`src/rtl/fetch_pkg.sv`:
```
// fetch_pkg: shared state/mode encodings and fetch constants for the dual-issue fetch sequencer.
package fetch_pkg;
  localparam int INSTR_BYTES = 4;
  localparam int PAIR_BYTES = 8;
  localparam logic [14:0] DEF_RESET_PC = 15'h0000;
  typedef enum logic [1:0] {FS_RST, FS_BOOT, FS_RUN} fetch_state_e;
  typedef enum logic [1:0] {M_HOLD, M_REDIR, M_SINGLE, M_DUAL} fetch_mode_e;
endpackage

```
`src/rtl/fetch_pc_next.sv`:
```
// fetch_pc_next: priority selector (redirect > stall > single shift > dual advance) for the next fetch PC and F/D pair.
module fetch_pc_next
  import fetch_pkg::*;
#(
  parameter int PC_W = 15,
  parameter logic [PC_W-1:0] RESET_PC = '0
) (
  input  logic            boot_i,
  input  logic            run_i,
  input  logic            stall_i,
  input  logic            issue_single_i,
  input  logic            ex_miss_i,
  input  logic [PC_W-1:0] ex_target_i,
  input  logic [PC_W-1:0] fetch_pc_i,
  input  logic [PC_W-1:0] fd_pc1_i,
  input  logic [PC_W-1:0] fd_pc2_i,
  output logic            w_miss_o,
  output logic            next_is_single_o,
  output logic [PC_W-1:0] pc_in1_o,
  output logic [PC_W-1:0] pc_in2_o,
  output logic [PC_W-1:0] fetch_pc_d_o,
  output logic [PC_W-1:0] fd_pc1_d_o,
  output logic [PC_W-1:0] fd_pc2_d_o,
  output fetch_mode_e     mode_o
);
  always_comb begin
    w_miss_o         = run_i & ex_miss_i;
    next_is_single_o = run_i & issue_single_i & ~stall_i & ~w_miss_o;
    pc_in1_o         = boot_i ? RESET_PC : w_miss_o ? ex_target_i : fetch_pc_i;
    pc_in2_o         = pc_in1_o + PC_W'(INSTR_BYTES);
    // BOOT always forces a fresh pair, so stall only matters once running
    mode_o           = !(boot_i | run_i)   ? M_HOLD   :
                       w_miss_o            ? M_REDIR  :
                       (run_i & stall_i)   ? M_HOLD   :
                       next_is_single_o    ? M_SINGLE : M_DUAL;
    fd_pc1_d_o       = mode_o == M_SINGLE ? fd_pc2_i :
                       mode_o == M_HOLD   ? fd_pc1_i : pc_in1_o;
    fd_pc2_d_o       = mode_o == M_SINGLE ? fetch_pc_i :
                       mode_o == M_HOLD   ? fd_pc2_i : pc_in2_o;
    fetch_pc_d_o     = mode_o == M_SINGLE ? fetch_pc_i + PC_W'(INSTR_BYTES) :
                       mode_o == M_HOLD   ? fetch_pc_i : pc_in1_o + PC_W'(PAIR_BYTES);
  end
endmodule

```
`src/rtl/fetch_sequencer.sv`:
```
// fetch_sequencer: dual-issue fetch controller owning the fetch PC, F/D pair PCs, redirects and boot sequence.
// Optional FETCH_SEQ_PERF_EN adds saturating dual/single/redirect event counters.
module fetch_sequencer
  import fetch_pkg::*;
#(
  parameter int PC_W = 15,
  parameter logic [PC_W-1:0] RESET_PC = PC_W'(DEF_RESET_PC)
) (
  input  logic            clk,
  input  logic            reset,
  input  logic            stall,
  input  logic            issue_single,
  input  logic            ex_miss,
  input  logic [PC_W-1:0] ex_target,
  output logic            w_miss,
  output logic            next_is_single,
  output logic [PC_W-1:0] pc_in1,
  output logic [PC_W-1:0] pc_in2,
  output logic [PC_W-1:0] F_D_pc1,
  output logic [PC_W-1:0] F_D_pc2,
  output logic [1:0]      fd_valid,
  output logic            kill_fd
`ifdef FETCH_SEQ_PERF_EN
  ,
  output logic [31:0]     perf_dual,
  output logic [31:0]     perf_single,
  output logic [31:0]     perf_redirect
`endif
);
  fetch_state_e state_q, state_d;
  fetch_mode_e mode;
  logic [PC_W-1:0] fetch_pc_q, fetch_pc_d, fd_pc1_q, fd_pc1_d, fd_pc2_q, fd_pc2_d;
  logic [1:0] fd_valid_q, fd_valid_d;

  fetch_pc_next #(.PC_W(PC_W), .RESET_PC(RESET_PC)) u_next (
    .boot_i          (state_q == FS_BOOT),
    .run_i           (state_q == FS_RUN),
    .stall_i         (stall),
    .issue_single_i  (issue_single),
    .ex_miss_i       (ex_miss),
    .ex_target_i     (ex_target),
    .fetch_pc_i      (fetch_pc_q),
    .fd_pc1_i        (fd_pc1_q),
    .fd_pc2_i        (fd_pc2_q),
    .w_miss_o        (w_miss),
    .next_is_single_o(next_is_single),
    .pc_in1_o        (pc_in1),
    .pc_in2_o        (pc_in2),
    .fetch_pc_d_o    (fetch_pc_d),
    .fd_pc1_d_o      (fd_pc1_d),
    .fd_pc2_d_o      (fd_pc2_d),
    .mode_o          (mode)
  );

  always_comb begin
    state_d    = state_q == FS_RST ? FS_BOOT : FS_RUN;
    fd_valid_d = mode == M_HOLD ? fd_valid_q : 2'b11;
  end

  always_ff @(posedge clk) begin
    if (!reset) begin
      state_q    <= FS_RST;
      fetch_pc_q <= RESET_PC;
      fd_pc1_q   <= '0;
      fd_pc2_q   <= '0;
      fd_valid_q <= 2'b00;
    end else begin
      state_q    <= state_d;
      fetch_pc_q <= fetch_pc_d;
      fd_pc1_q   <= fd_pc1_d;
      fd_pc2_q   <= fd_pc2_d;
      fd_valid_q <= fd_valid_d;
    end
  end

  assign F_D_pc1  = fd_pc1_q;
  assign F_D_pc2  = fd_pc2_q;
  assign fd_valid = fd_valid_q;
  assign kill_fd  = w_miss;

`ifdef FETCH_SEQ_PERF_EN
  logic [31:0] cnt_dual_q, cnt_single_q, cnt_redirect_q;
  logic run;
  assign run = state_q == FS_RUN;
  always_ff @(posedge clk) begin
    if (!reset) begin
      cnt_dual_q     <= '0;
      cnt_single_q   <= '0;
      cnt_redirect_q <= '0;
    end else begin
      if (run && mode == M_DUAL && cnt_dual_q != '1) cnt_dual_q <= cnt_dual_q + 32'd1;
      if (run && mode == M_SINGLE && cnt_single_q != '1) cnt_single_q <= cnt_single_q + 32'd1;
      if (run && mode == M_REDIR && cnt_redirect_q != '1) cnt_redirect_q <= cnt_redirect_q + 32'd1;
    end
  end
  assign perf_dual     = cnt_dual_q;
  assign perf_single   = cnt_single_q;
  assign perf_redirect = cnt_redirect_q;
`endif
endmodule

```
`config.mk`:
```
export PLATFORM = sky130hd
export DESIGN_NAME = fetch_sequencer
export DESIGN_NICKNAME = d
export VERILOG_FILES = /design/src/rtl/fetch_pkg.sv /design/src/rtl/fetch_pc_next.sv /design/src/rtl/fetch_sequencer.sv
export SDC_FILE = /design/constraint.sdc
export NUM_CORES = 1
export LEC_CHECK = 0
export ABC_AREA = 1
export CORE_ASPECT_RATIO = 1.1
export CORE_MARGIN = 4
export CORE_UTILIZATION = 43
export DETAILED_ROUTE_END_ITERATION = 6
export GPL_TIMING_DRIVEN = 0
export PLACE_DENSITY = 0.74
export SYNTH_ARGS = -nofsm -noshare
export SYNTH_HDL_FRONTEND = slang
export SYNTH_SLANG_ARGS = --single-unit
```
`constraint.sdc`:
```
create_clock -name clk -period 2.6 [get_ports clk]
set_input_delay 0.52 -clock clk [delete_from_list [all_inputs] [get_ports clk]]
set_output_delay 0.52 -clock clk [all_outputs]
set_load 0.1 [all_outputs]
```
==> key figures <==
Synthesis
  • Area contributors post-synth: dfxtp_1 28%, nand2_1 12%, inv_1 8.2%, nand3_1 7.6%, nor2_1 5.3%
  • EDFF count, synth: 0
  • Mapped Area: 3380 um^2
  • Top cells by count, synth: 111 x nand2_1, 74 x inv_1, 51 x nand3_1, 48 x dfxtp_1, 48 x nor2_1
  • Library cell with the highest instance count after synthesis: nand2_1
  • Syn Inst Count: 524
  • Yosys warns: 0
  • Syn_nets: 550
  • Top-area cell type share of the netlist area: 28.5%
  • Sequential-to-total area share from yosys stat: around 28%
  • Ys flop type: dfxtp_1
  • Synthesized flop and latch total: 48
  • Unique masters post-synth: 37
  • Leading area contributor after synthesis: dfxtp_1
  • Syn Area/Cell: 6.44 um^2
  • Asr flop ratio synth: 0%

CTS
  • H-Tree Depth: 2
  • Clock-pin slew on the worst setup and hold paths: roughly 100 ps
  • Worst-Skew Late Latency: 310 ps
  • Bufs on Longest Clock Path: 2
  • CTS tree: yes
  • Root Driver: clkbuf_8
  • Cts bufs inserted: 5
  • Clock Sinks: 48

Detailed routing
  • Vias/cell: ~5.5
  • Drt drc: 0
  • Final ANT Viol Nets: 0
  • Number of iterations in the first detailed-routing pass: 6
  • DRT Wirelength: 13000 um
  • Wire per inst: about 17 um
  • Initial drt markers: 392
  • Vias: about 4200

Worst setup path
  • Crit Path Category: flop to output pin
  • Crit path largest cell delay: 340 ps
  • Critical path peak fanout: 7
  • Worst EP arrival: between 2000 and 2500 ps
  • CP Cell Sequence: inv_2 -> ha_4 -> nand2_8 -> buf_12 -> nand2_8 -> nand3_4 -> clkinvlp_4 -> ha_4 -> nand3_4 -> nor2_8 -> nand2_2 -> inv_2 -> nand2_1 -> nand2_1 -> and2_4 -> buf_12
  • Top Family by Delay on Critical Path: simple AND/OR/NAND/NOR gates
  • Crit end category: output pin
  • Critical path's slowest cell: dfxtp_2
  • CP Data Required Time: ~2100 ps
  • Worst Path Buf+Inv: 5
  • Startpoint Class: flop

STA
  • Post-route minimum period: roughly 2900 ps
  • Hold Violations, Final: 0
  • Setup Skew: about 8.7 ps
  • WHS: 513 ps
  • Final Max Slew Viols: 0
  • Slew @ Worst Pin: between 900 and 1000 ps
  • Worst Slack Setup Final: -287 ps
  • Unrepaired setup endpoints after global routing: yes
  • FMAX: 346 MHz
  • Final setup fails: 12
  • Fin crit share: 111%
  • Slew margin rel.: 33.6%

Placed design
  • # port buffers: 82
  • Post-place setup slack: -1540 ps
  • Dpl hpwl: 8740 um
  • GP Congestion: 0.929
  • Area of placed instances: 4550 um^2

Die
  • Die area: 9340 um^2
  • Die Wd: 92.5 um
  • Core ar.: roughly 7600 um^2
  • Initial core utilization: 44.7%
  • Die Ht: 101 um
  • I/O Pins: 85
  • Std-Cell Rows: 33

Cells and area
  • Nets: around 680
  • Fill cells: 620
  • Finished Cell Area: around 5300 um^2
  • Final core utilization: 70.3%
  • Layout cells sized above 1: 28.0%
  • Antenna diodes: 0
  • P&R area growth vs syn: 57.3%

Global route
  • GRT Residual Overflow: 0
  • Antenna violations before repair: 0
  • Vias in the first global route: 4089
  • First-pass GRT wire length: 20300 um
  • Gr usage total: 27.4%
  • Largest net degree at the start of global routing: 16

Power and ir drop
  • Pwr Density: 959 nW/um^2
  • Worst vdd ir: between 0.7 and 0.8 mV
  • Final Power: 0.00510 W
  • Leakage power: 2.52 nW

Hold path
  • HP Class: flop to flop

Flow run
  • Max-cap viol count: 0

Run status
  • Outcome: finished, violations left
  • Violated checks: negative setup slack
tightest hold or removal path, delay by kind of cell, from the launching register on:
kind / cells / cell delay [ps]
DFF: 1 / 340
and+or+nand+nor: 2 / 140
placed cells by master, fill, tap and decap left out, types with 3 or more instances in the layout:
master            n
a21oi_1          19
a31oi_1           4
and2_4            6
buf_12           20
buf_2            12
buf_4            43
buf_6             8
clkbuf_1          6
clkbuf_4          6
clkbuf_8          6
clkdlybuf4s50_1  49
clkinvlp_4        3
dfxtp_1          46
ha_4              4
inv_1            67
inv_2             9
nand2_1          97
nand2_2          15
nand2_4           4
nand2_8           4
nand3_1          44
nand3_2           6
nand3_4           6
nand4_1           6
nor2_1           46
nor2_2            3
nor2_4            7
o211ai_1         14
o21ai_0          31
o21ai_1          21
o221ai_1          5
xor2_1            3
cell families after synthesis:
group | share of synthesized area, %
fa+ha+maj | 2.22
xor+xnor | 2.04
compound gates | 16.9
buf+inv | 14.8
flops | 28.5
simple gates | 35.6
area by class of cell:
class | instances | area [um^2] | share of cell area, %
inverters | 82 | 332 | 6.24
plain buffers | 30 | 230 | 4.33
clock buffers | 6 | 82.6 | 1.55
repair buffers | 121 | 1300 | 24.4
flip-flops and latches | 48 | 963 | 18.1
multi-input cells | 364 | 2240 | 42.1
well taps | 105 | 131 | 2.47
clock inverters | 2 | 38.8 | 0.730
registers in the layout, indices dropped and copies added (netlist names):
name / count
F_D_pc1: 15
F_D_pc2: 15
fetch_pc_q: 15
fd_valid: 1
state_q: 2
layer usage:
metal / global-route usage, % / vias up / part of all wire (%)
met2: 46.2 / 255 / 47
met4: 10.5 / 0 / 3.6
met3: 4.78 / 42 / 8.8
li1: - / 1945 / -
met5: 0 / - / 0
met1: 34.9 / 1926 / 40
through the flow:
step,instances,setup TNS (ps)
after floorplan,524,-11360
after global placement,711,-24300
after detailed placement,711,-25020
after CTS,741,-2560
after global routing,758,-3770
final,758,-2510
repair_timing:
action                     CTS  global route
gates resized for setup    213            61
hold buffers                 0             0
gates cloned                 2             0
hold endpoints to repair     0             0
setup endpoints to repair   41            30
pin swaps                   14            11
setup buffers               20            17
path summary, 6_finish.rpt:
check	from	to	slack, ps	cells after the start
max	state_q[0]$_SDFF_PN0_	pc_in2[12]	-290	16
max reg2reg	state_q[0]$_SDFF_PN0_	fetch_pc_q[13]$_SDFFE_PN0P_	270	17
min reg2reg	fd_valid[0]$_SDFFE_PN0P_	fd_valid[0]$_SDFFE_PN0P_	510	2
min	fd_valid[0]$_SDFFE_PN0P_	fd_valid[0]$_SDFFE_PN0P_	510	2
power by group:
group	internal [W]	switching [W]	total, W
Combinational	0.000971	0.00248	0.00346
Clock	0.000315	0.000280	0.000595
Sequential	0.000901	0.000146	0.00105
Total	0.00219	0.00291	0.00510
Note: power is estimated with default switching activity, not from simulation.
